<file path="src/rtl/vga_mem_sched.sv">
// vga_mem_sched: arbitrates display line fetches and writer bursts onto one memory command port
module vga_mem_sched #(
  parameter int H_ACT = 800,
  parameter int V_ACT = 600,
  parameter int BURST = 16,
  parameter int AW    = 20
) (
  input  logic          clk,
  input  logic          rst_n,
  input  logic          frame_start,
  input  logic          line_req,
  input  logic          wr_req,
  input  logic          mem_cmd_ready,
  input  logic          mem_burst_done,
  output logic          mem_cmd_valid,
  output logic          mem_cmd_wr,
  output logic [AW-1:0] mem_cmd_addr,
  output logic          wr_grant,
  output logic          rd_busy,
  output logic          line_overrun
);
  localparam int NB = H_ACT / BURST;
  localparam int CW = $clog2(NB + 1);
  localparam int LW = V_ACT > 1 ? $clog2(V_ACT) : 1;
  typedef enum logic [2:0] {IDLE, RD_CMD, RD_WAIT, WR_CMD, WR_WAIT} state_t;
  state_t state, state_nx;
  logic [AW-1:0] rd_addr, wr_addr;
  logic [CW-1:0] rd_left;
  logic [LW-1:0] line;
  logic          frame_pend;
  logic          rd_done, wr_done, rd_last, wr_wrap;
  logic [AW:0]   wr_sum;
  assign rd_done = state == RD_WAIT && mem_burst_done;
  assign wr_done = state == WR_WAIT && mem_burst_done;
  assign rd_last = rd_done && rd_left == CW'(1);
  assign wr_sum  = {1'b0, wr_addr} + (AW+1)'(BURST);
  assign wr_wrap = wr_sum >= (AW+1)'(H_ACT * V_ACT);
  // state register
  always_ff @(posedge clk or negedge rst_n)
    if (!rst_n) state <= IDLE;
    else state <= state_nx;
  // arbitration and command decode; a line_req seen in IDLE already wins over a waiting writer
  always_comb begin
    state_nx      = state;
    mem_cmd_valid = 1'b0;
    mem_cmd_wr    = 1'b0;
    mem_cmd_addr  = '0;
    case (state)
      IDLE:    state_nx = (rd_busy || line_req) ? RD_CMD : wr_req ? WR_CMD : IDLE;
      RD_CMD: begin
        state_nx      = mem_cmd_ready ? RD_WAIT : RD_CMD;
        mem_cmd_valid = 1'b1;
        mem_cmd_addr  = rd_addr;
      end
      RD_WAIT: state_nx = mem_burst_done ? IDLE : RD_WAIT;
      WR_CMD: begin
        state_nx      = mem_cmd_ready ? WR_WAIT : WR_CMD;
        mem_cmd_valid = 1'b1;
        mem_cmd_wr    = 1'b1;
        mem_cmd_addr  = wr_addr;
      end
      WR_WAIT: state_nx = mem_burst_done ? IDLE : WR_WAIT;
      default: state_nx = IDLE;
    endcase
  end
  // grant is registered, so it appears in the cycle right after the write is accepted
  always_ff @(posedge clk or negedge rst_n)
    if (!rst_n) wr_grant <= 1'b0;
    else wr_grant <= state == WR_CMD && mem_cmd_ready;
  // line fetch bookkeeping: busy flag, overrun, bursts left in the line
  always_ff @(posedge clk or negedge rst_n)
    if (!rst_n) begin
      rd_busy      <= 1'b0;
      line_overrun <= 1'b0;
      rd_left      <= '0;
    end else begin
      if (line_req && rd_busy) line_overrun <= 1'b1;
      if (line_req && !rd_busy) begin
        rd_busy <= 1'b1;
        rd_left <= CW'(NB);
      end
      if (rd_done) rd_left <= rd_left - CW'(1);
      if (rd_last) rd_busy <= 1'b0;
    end
  // read pointer walks line*H_ACT + burst*BURST; frame clear waits until no line is in flight
  always_ff @(posedge clk or negedge rst_n)
    if (!rst_n) begin
      rd_addr    <= '0;
      line       <= '0;
      frame_pend <= 1'b0;
    end else begin
      if (frame_start && !rd_busy) begin
        rd_addr    <= '0;
        line       <= '0;
        frame_pend <= 1'b0;
      end else if (frame_start) frame_pend <= 1'b1;
      if (rd_done) rd_addr <= rd_addr + AW'(BURST);
      if (rd_last) begin
        frame_pend <= 1'b0;
        if (frame_pend || frame_start || line == LW'(V_ACT - 1)) begin
          rd_addr <= '0;
          line    <= '0;
        end else line <= line + LW'(1);
      end
    end
  // write pointer advances per completed burst and wraps at the end of the frame buffer
  always_ff @(posedge clk or negedge rst_n)
    if (!rst_n) wr_addr <= '0;
    else if (wr_done) wr_addr <= wr_wrap ? '0 : wr_sum[AW-1:0];
endmodule

</file>
<file path="config.mk">
export PLATFORM = sky130hd
export DESIGN_NAME = vga_mem_sched
export DESIGN_NICKNAME = d
export VERILOG_FILES = /design/src/rtl/vga_mem_sched.sv
export SDC_FILE = /design/constraint.sdc
export NUM_CORES = 1
export LEC_CHECK = 0
export BUFFER_PORTS_ARGS = -buffer_cell sky130_fd_sc_hd__buf_2
export CAP_MARGIN = 20
export CORE_ASPECT_RATIO = 1.75
export CORE_UTILIZATION = 50
export DETAILED_ROUTE_END_ITERATION = 12
export GPL_TIMING_DRIVEN = 0
export PLACE_DENSITY = 0.69
export SLEW_MARGIN = 15
export SYNTH_ARGS = -nofsm -noshare
export SYNTH_HDL_FRONTEND = slang
export SYNTH_SLANG_ARGS = --single-unit
</file>
<file path="constraint.sdc">
create_clock -name clk -period 2.5 [get_ports clk]
set_clock_uncertainty 0.1 [all_clocks]
set_input_delay 0.25 -clock clk [delete_from_list [all_inputs] [get_ports clk]]
set_output_delay 0.25 -clock clk [all_outputs]
set_load 0.03 [all_outputs]
</file>
==> flow_summary_export.csv, run 1 <==
group,metric,value,unit
critical_path,path_class,"reg2reg",
yosys,yosysWarnings,0,
yosys,synth_ff_type,"dfrtp_1",
clock_tree,cts_tree,"done",
finish,area_delta_synth_final,21.2,%
pwr,irDropWorstVdd,0.000500,V
placed_design,portBuffers,31,
clock_tree,cts_root_buf,"clkbuf_16",
clock_tree,h-tree-depth,3,
routing,wl_per_cell,16.5,um
worst_hold_path,worst_hold_startpoint,"mem_burst_done",
yosys,synth-seq-cells,59,
critical_path,path_max_fanout,10,
yosys,synthTopCellsByCount,"dfrtp_1 (59), nor2_1 (58), nand2_1 (41)",
clock_tree,ctsLongestPathBuffers,2,
routing,num_vias,3217,
clock_tree,cts-buffers-inserted,9,
global_routing,antenna_found_initial,0,
critical_path,required,2610,ps
routing,viasPerCell,5.86,
timing,timing.final.crit_share,97.2,%
finish,num-nets-final,474,
timing,hold_slack,77.1,ps
yosys,postSynthCellCount,403,
worst_hold_path,hp-class,"in2reg",
timing,max_freq,0.411,GHz
finish,diodes,0,
finish,fin_util,62.7,%
routing,drt_first_iter_violations,143,
timing,worst_pin_slew,752,ps
clock_tree,clk_pin_slew_worst_paths,50,ps
run_status,status,"finished clean",
pwr,powerDensity,762,mW/mm2
yosys,ys_types,59,
yosys,synth_area,0.00355,mm2
timing,finalHoldViolCount,0,
die,dieArea,0.00745,mm2
yosys,syn-num-nets,415,
yosys,synthArstFlopShare,100,%
critical_path,r2r_start,"wr_addr[4]",
global_routing,track_usage,26.2,%
yosys,yosysTopAreaCell,"dfrtp_1",
die,core,0.00686,mm2
finish,drive_above_1_share,23.7,%
routing,drc,0,
global_routing,grt_pass1_vias,3120,
yosys,yosysMostFrequentCell,"dfrtp_1",
global_routing,grt_start_max_net_pins,60,
global_routing,grt_pass1_wl,14.6,mm
timing,finalCriticalPeriod,2430,ps
clock_tree,worstSkewPairLatency,330,ps
critical_path,startpoint,"wr_addr[4]",
yosys,synth_edf_count,0,
critical_path,crit_arrival,2540,ps
timing,report.final.slew_viol_count,0,
global_routing,grt_overflow,0,
die,die_w,65.7,um
die,ioPinCount,32,
die,rows,40,
pwr,leakage,1.93,nW
critical_path,worst_setup_path_end_kind,"flop",
yosys,avgSynthCellArea,8.80,um2
placed_design,dpl.hpwl,6.32,mm
routing,first_pass_iters,5,
clock_tree,clkSinkCount,59,
yosys,ys_seq_area_share,41.6,%
timing,slew_headroom,49.9,%
placed_design,place.gp.congestion,0.848,
job,maxCapViolations,0,
die,die_h,113,um
routing,antenna_left,0,
routing,detail_route.wirelength,9.07,mm
critical_path,startpoint_type,"flop",
yosys,synth_area_leaders,"dfrtp_1 (42%), nor2_1 (6.1%), mux2i_1 (5.4%)",
timing,setup-violations-final,0,
yosys,synth_top_area_share,41.6,%
pwr,power,3.28,mW
die,start_util,51.7,%
## metal layers
layer	share of wire [%]	routed length [um]	track usage, %
met1	37	3390	26.2
met2	56	5050	48.1
met3	2.8	254	5.20
met4	4.1	371	14.9
met5	0	0	0
## metrics by stage
| step | cells | TNS, ps | instance area (um2) | setup slack, ps |
|---|---|---|---|---|
| after floorplan | 403 | 0 | 3550 | 332 |
| after global placement | 518 | -414 | 3810 | -87.0 |
| after detailed placement | 518 | -701 | 3810 | -115 |
| after CTS | 536 | 0 | 4130 | 43.5 |
| after global routing | 549 | -48.0 | 4300 | -21.3 |
| final | 549 | 0 | 4300 | 69.8 |
## cell type report
cell class / count / area [um2]
inverters: 9 / 33.8
repair buffers: 48 / 292
multi-input cells: 311 / 1950
clock inverters: 2 / 12.5
fillers: 596 / 2560
flip-flops and latches: 59 / 1480
clock buffers: 12 / 256
plain buffers: 24 / 166
well taps: 84 / 105
## final timing paths
check | end | slack (ps) | depth (start not counted)
worst max-delay path | wr_addr[16] | 70 | 11
worst min-delay path | state[2] | 80 | 2
worst max register to register | wr_addr[16] | 70 | 11
worst min register to register | line_overrun | 350 | 1
max in group asynchronous | wr_addr[4] | 1320 | 2
min in group asynchronous | wr_addr[17] | 430 | 2
## layout by cell type, fill, tap and decap left out, types with 4 or more instances in the layout
master,Yosys,final
ha_1,5,4
o21ai_1,4,6
nor3b_1,4,4
mux2i_1,19,19
nand4_1,9,9
nor3_1,10,9
buf_4,8,22
nor2_1,58,55
or3_1,9,9
nand2_1,41,41
mux2_2,6,5
a21o_1,5,5
nand3_1,20,19
clkbuf_1,8,8
clkbuf_16,0,9
buf_6,3,6
a22o_1,6,6
dfrtp_2,0,5
o21ai_0,28,25
xor2_1,6,5
and3_1,12,12
a21oi_1,17,17
dfrtp_1,59,54
inv_1,9,9
buf_2,2,34
## kinds of logic after synthesis
logic type / after synthesis / share of synthesized area, %
mux: 25 / 7.27
buf+inv: 33 / 5.33
compound gates: 80 / 14.1
fa+ha+maj: 5 / 1.76
simple gates: 193 / 28.0
flops: 59 / 41.6
xor+xnor: 8 / 1.98
## where the power goes
group | internal, mW | switching [mW]
clock network | 0.709 | 0.399
registers | 1.07 | 0.150
logic | 0.337 | 0.611
total | 2.12 | 1.16
## critical path, cell delays in order, from the launching register on
cell	delay (ps)
dfrtp_2	440
ha_2	220
nand3_2	120
buf_6	160
nor2_1	70
a31oi_1	200
nand4b_1	170
a32oi_2	250
buf_6	160
buf_4	120
o21ai_1	80
a21o_1	210
## registers in the layout, summed over array words and instances, names as in the netlist
| signal | flops |
|---|---|
| frame_pend | 1 |
| line | 10 |
| line_overrun | 1 |
| rd_addr | 20 |
| rd_busy | 1 |
| rd_left | 6 |
| state | 3 |
| wr_addr | 16 |
| wr_grant | 1 |
## repair_timing
item,CTS,global route
pin swaps,1,4
hold endpoints to repair,59,0
hold buffers,1,0
resized for setup,9,19
buffers inserted,3,13
cloned,0,0
setup endpoints to repair,25,19
Note: power is estimated with default switching activity, not from simulation.
==> inputs of run 2 (changes only) <==
- ABC_AREA: unset -> 1
==> run 2 against run 1 <==
  * Highest routed layer unchanged
  * Clock-buffer cell count down 1
  * Largest cell class unchanged
  * Critical path type is now reg2out
  * First-iteration DRC count increased by 23%
  * Clock power up 9.9%
  * Power is 9.9% higher
==> flow_summary_export.csv, run 2 <==
group,metric,value,unit
clock_tree,clk_pin_slew_worst_paths,50,ps
yosys,synthTopCellsByCount,"nand2_1 (121), inv_1 (71), dfrtp_1 (59)",
run_status,status,"finished clean",
global_routing,grt_util_met3,6.86,%
yosys,synth_area,0.00343,mm2
yosys,yosysWarnings,0,
timing,report.final.slew_viol_count,0,
placed_design,portBuffers,31,
timing,finalCriticalPeriod,2360,ps
critical_path,path_max_fanout,10,
clock_tree,postCtsSetupBuffers,0,
die,die_h,112,um
yosys,synth_edf_count,0,
routing,first_pass_iters,4,
clock_tree,clkSinkCount,59,
die,rows,39,
clock_tree,ctsLongestPathBuffers,2,
routing,antenna_left,0,
yosys,ys_types,37,
clock_tree,cts-buffers-inserted,9,
finish,layout_common_cells,"nand2_1 (121), inv_1 (71), dfrtp_1 (59), nor2_1 (52), buf_2 (32)",
critical_path,startpoint_type,"flop",
yosys,avgSynthCellArea,7.36,um2
clock_tree,cts_tree,"done",
finish,layout.cells.non_filler,595,
pwr,power,3.60,mW
timing,timing.final.crit_share,94.4,%
finish,area_delta_synth_final,16.8,%
critical_path,worst_setup_path_end_kind,"primary output",
die,start_util,52.1,%
global_routing,antenna_found_initial,0,
critical_path,required,2150,ps
yosys,synth_ff_type,"dfrtp_1",
routing,num_vias,3139,
clock_tree,cts_root_buf,"clkbuf_16",
timing,setup-violations-final,0,
die,ioPinCount,32,
placed_design,placed_cells,579,
yosys,synth_area_leaders,"dfrtp_1 (43%), nand2_1 (13%), inv_1 (7.8%)",
timing,rsz0062_at_grt,"no",
finish,top_regs,"rd_addr: 20 flops, wr_addr: 16 flops, line: 10 flops",
clock_tree,worstSkewPairLatency,340,ps
finish,final_common_cell,"nand2_1",
finish,largest_register,"rd_addr",
critical_path,crit_arrival,2010,ps
pwr,powerDensity,898,mW/mm2
routing,wl_per_cell,13.7,um
finish,diodes,0,
global_routing,grt_pass1_wl,13.9,mm
pwr,irDropWorstVdd,0.000683,V
global_routing,grt_overflow,0,
global_routing,use_met1,25.8,%
finish,num-nets-final,520,
die,dieArea,0.00721,mm2
critical_path,path_class,"reg2out",
die,core,0.00659,mm2
yosys,yosysMostFrequentCell,"nand2_1",
finish,drive_above_1_share,13.8,%
finish,largest_register_ffs,20,
die,die_w,64.6,um
placed_design,dpl.hpwl,6.15,mm
timing,max_freq,0.424,GHz
timing,slew_headroom,48.4,%
clock_tree,h-tree-depth,3,
placed_design,place.gp.congestion,0.872,
job,maxCapViolations,0,
routing,drc,0,
pwr,leakage,1.95,nW
routing,drt_first_iter_violations,176,
yosys,postSynthCellCount,466,
yosys,syn-num-nets,478,
routing,viasPerCell,5.28,
global_routing,grt_use_met2,46.2,%
yosys,yosysTopAreaCell,"dfrtp_1",
routing,detail_route.wirelength,8.13,mm
global_routing,grt_pass1_vias,3094,
timing,finalHoldViolCount,0,
yosys,synth_top_area_share,43.0,%
yosys,synthArstFlopShare,100,%
global_routing,grt.busiest_layer,"met2",
timing,worst_pin_slew,774,ps
yosys,synth-seq-cells,59,
global_routing,track_usage,25.5,%
worst_hold_path,hp-class,"in2reg",
global_routing,grt_start_max_net_pins,60,
yosys,ys_seq_area_share,43.0,%
## run 2: final cells by class
cell class | instances | area, um2
sequential | 59 | 1480
clock buffer | 11 | 243
buffer | 6 | 43.8
fill | 607 | 2580
tap | 82 | 103
clock inverter | 5 | 52.6
timing repair buffer | 32 | 168
inverter | 72 | 270
multi-input combinational | 328 | 1650
## run 2: where the power goes
group	switching, mW	leakage, nW	total, mW	internal [mW]
clock	0.425	0.145	1.22	0.791
combinational	0.730	1.04	1.07	0.341
sequential	0.153	0.765	1.31	1.16
## run 2: cell families (layout without fill, tap and decap cells)
logic type	count (synthesis)	after routing	synth area share [%]
AO/OA/AOI/OAI	74	74	13.1
XOR/XNOR	7	7	1.79
adder cells (fa/ha/maj)	5	5	1.82
buffers and inverters	79	126	9.22
flip-flops	59	59	43.0
multiplexers	1	1	0.292
AND/OR/NAND/NOR	241	241	30.8
## run 2: critical path, stage by stage, from the launching register on
cell	delay (ps)
dfrtp_1	400
nor2_1	150
inv_1	130
nor2_4	180
inv_1	160
clkbuf_2	240
o22ai_1	180
buf_2	230
## run 2: through the flow
stage / cell area (um2) / setup TNS (ps) / hold slack, ps / utilization (%) / setup slack, ps
floorplan: 3430 / -1560 / -146 / - / -138
CTS: 4010 / 0 / 31.6 / 60.9 / 1.54
finish: 4010 / 0 / 44.9 / 60.9 / 139
global placement: 3690 / 0 / 333 / 56.0 / 129
detailed placement: 3690 / 0 / 279 / 56.1 / 141
global route: 4010 / 0 / 51.5 / 60.9 / 10.8
## run 2: worst paths after layout
check / endpoint / slack [ps] / cells past startpoint / from
max in group asynchronous: rd_addr[14] / 1350 / 2 / rst_n
hold / removal: state[0] / 40 / 2 / mem_cmd_ready
min in group asynchronous: wr_addr[4] / 430 / 2 / rst_n
setup reg to reg: wr_addr[12] / 280 / 12 / wr_addr[5]
setup / recovery: mem_cmd_addr[4] / 140 / 7 / state[2]
hold reg to reg: line_overrun / 350 / 1 / line_overrun
## run 2: what timing repair did
item                                   CTS  global route
setup endpoints to repair               12             8
endpoints found under the hold margin   59             0
cloned                                   0             0
gates resized for setup                  4             0
hold buffers                             1             0
## run 2: routing by layer
layer | share of wire [%] | up-vias | wire, um
li1 | - | 1606 | -
met1 | 39 | 1467 | 3140
met2 | 55 | 49 | 4460
met3 | 3.1 | 17 | 250
met4 | 3.4 | 0 | 279
met5 | 0 | - | 0
==> inputs of run 3 (changes only) <==
==> constraint.sdc (replaced) <==
create_clock -name clk -period 2.5 [get_ports clk]
set_clock_uncertainty 0.1 [all_clocks]
set_input_delay 0.125 -clock clk [delete_from_list [all_inputs] [get_ports clk]]
set_output_delay 0.125 -clock clk [all_outputs]
set_load 0.03 [all_outputs]
==> run 3 against run 2 <==
  * Clock power barely moved
  * Largest cell class unchanged
  * Die area unchanged
  * Combinational power hardly changed
  * Largest power group unchanged
  * First-iteration DRC count is 34% higher
  * Critical path type unchanged
==> flow_summary_export.csv, run 3 (synthesized netlist as in run 2, its figures left out) <==
group,metric,value,unit
critical_path,reg2reg_slack,290,ps
timing,setup-violations-final,0,
clock_tree,cts_tree,"done",
finish,num-nets-final,526,
timing,rsz0062_at_grt,"no",
global_routing,grt_start_max_net_pins,60,
die,core,0.00659,mm2
routing,antenna_left,0,
timing,finalHoldViolCount,0,
finish,top_regs,"rd_addr: 20 flops, wr_addr: 16 flops, line: 10 flops",
timing,timing.final.crit_share,94.1,%
worst_hold_path,hp-class,"in2async",
finish,layout_common_cells,"nand2_1 (121), inv_1 (71), dfrtp_1 (59), nor2_1 (52), buf_2 (32)",
placed_design,place_area,0.00369,mm2
clock_tree,h-tree-depth,3,
pwr,clkPwrFrac,33.7,%
pwr,intPower,2.31,mW
routing,detail_route.wirelength,8.21,mm
die,die_w,64.6,um
pwr,leakage,1.97,nW
critical_path,critPathSlowestCell,"dfrtp_1",
pwr,irDropWorstVdd,0.000675,V
critical_path,path_max_fanout,10,
timing,setup_ws,148,ps
critical_path,crit_arrival,2130,ps
placed_design,pre_cts_ws,266,ps
finish,diodes,0,
die,dieArea,0.00721,mm2
timing,max_freq,0.425,GHz
finish,finalInstanceArea,0.00406,mm2
pwr,switchingPower,1.31,mW
critical_path,r2r_start,"wr_addr[5]",
finish,drive_above_1_share,13.7,%
critical_path,crit_family,"buffers and inverters",
placed_design,portBuffers,31,
pwr,p_sw_share,36.2,%
critical_path,worst_setup_path_end_kind,"primary output",
routing,drt_first_iter_violations,235,
routing,num_vias,3196,
die,rows,39,
clock_tree,worstSkewPairLatency,340,ps
timing,worst_pin_slew,761,ps
critical_path,rr_worst_depth,12,
finish,area_delta_synth_final,18.3,%
global_routing,grt_pass1_vias,3116,
critical_path,slowest_delay,400,ps
routing,drc,0,
critical_path,required,2280,ps
critical_path,path_class,"reg2out",
die,die_h,112,um
critical_path,path_cells,"nor2_1 > inv_1 > nor2_2 > inv_1 > clkbuf_2 > o22ai_1 > buf_2",
finish,final_common_cell,"nand2_1",
critical_path,crit_buf_inv,4,
clock_tree,clkSinkCount,59,
global_routing,track_usage,25.7,%
pwr,seqPwrFrac,36.3,%
routing,wl_per_cell,13.7,um
timing,finalCriticalPeriod,2350,ps
die,ioPinCount,32,
clock_tree,ctsLongestPathBuffers,2,
global_routing,antenna_found_initial,0,
global_routing,grt_overflow,0,
critical_path,startpoint_type,"flop",
placed_design,place.gp.congestion,0.872,
clock_tree,clk_pin_slew_worst_paths,60,ps
die,start_util,52.1,%
global_routing,grt_pass1_wl,14.0,mm
timing,report.final.slew_viol_count,0,
routing,viasPerCell,5.32,
critical_path,r2r_end,"wr_addr[18]",
placed_design,dpl.hpwl,6.15,mm
timing,slew_headroom,49.3,%
critical_path,path_common_cell,"inv_1",
clock_tree,cts_root_buf,"clkbuf_16",
clock_tree,cts-buffers-inserted,9,
routing,first_pass_iters,4,
pwr,power,3.61,mW
pwr,powerDensity,890,mW/mm2
finish,largest_register_ffs,20,
run_status,status,"finished clean",
pwr,combinationalPowerShare,30.0,%
job,maxCapViolations,0,
finish,largest_register,"rd_addr",
## run 3: changes by cell type in the layout (fill, tap and decap cells not counted), sizes merged
cell | previous run | this run
dlygate4sd3 | 1 | 7
## run 3: power by group through the flow
stage / combinational, mW / clock [mW] / sequential (mW)
2_1_floorplan: 0.801 / 0 / 1.30
3_3_place_gp: 1.05 / 0 / 1.31
3_5_place_dp: 1.07 / 0 / 1.32
4_1_cts: 1.09 / 1.25 / 1.31
5_1_grt: 1.22 / 1.28 / 1.34
6_report: 1.08 / 1.22 / 1.31
## run 3: layout make-up
cell class                 instances  area [um2]
clock buffer                      11         243
buffer                             6        43.8
clock inverter                     5        52.6
inverter                          72         270
timing repair buffer              38         228
tap                               82         103
fill                             599        2530
multi-input combinational        328        1640
sequential                        59        1480
## run 3: worst max-delay path by stage
stage              from  cells after the start               end
2_1_floorplan  state[2]                      6  mem_cmd_addr[13]
3_3_place_gp   state[2]                      7   mem_cmd_addr[4]
3_5_place_dp   state[2]                      7   mem_cmd_addr[4]
4_1_cts        state[2]                      7   mem_cmd_addr[4]
5_1_grt        state[2]                      7   mem_cmd_addr[4]
6_report       state[2]                      7   mem_cmd_addr[4]
## run 3: per-stage QoR
stage	instances	hold WS (ps)	util (%)	setup TNS (ps)
after floorplan	466	-271	-	-101
after global placement	579	256	56.0	0
after detailed placement	579	154	56.1	0
after CTS	602	336	61.7	0
after global routing	601	367	61.6	0
final	601	293	61.6	0
## run 3: repair_timing
action / in CTS / in global routing
hold buffers: 7 / 0
gates cloned: 0 / 0
resized for setup: 1 / 2
buffers inserted: 0 / 0
endpoints found under the setup margin: 10 / 8
endpoints found under the hold margin: 65 / 0
## run 3: layer usage
metal	share of wire, %	up-vias	GRT usage (%)
li1	-	1618	-
met5	0	-	0
met2	55	58	45.5
met3	2.9	19	6.97
met1	38	1501	27.0
met4	3.7	0	13.2
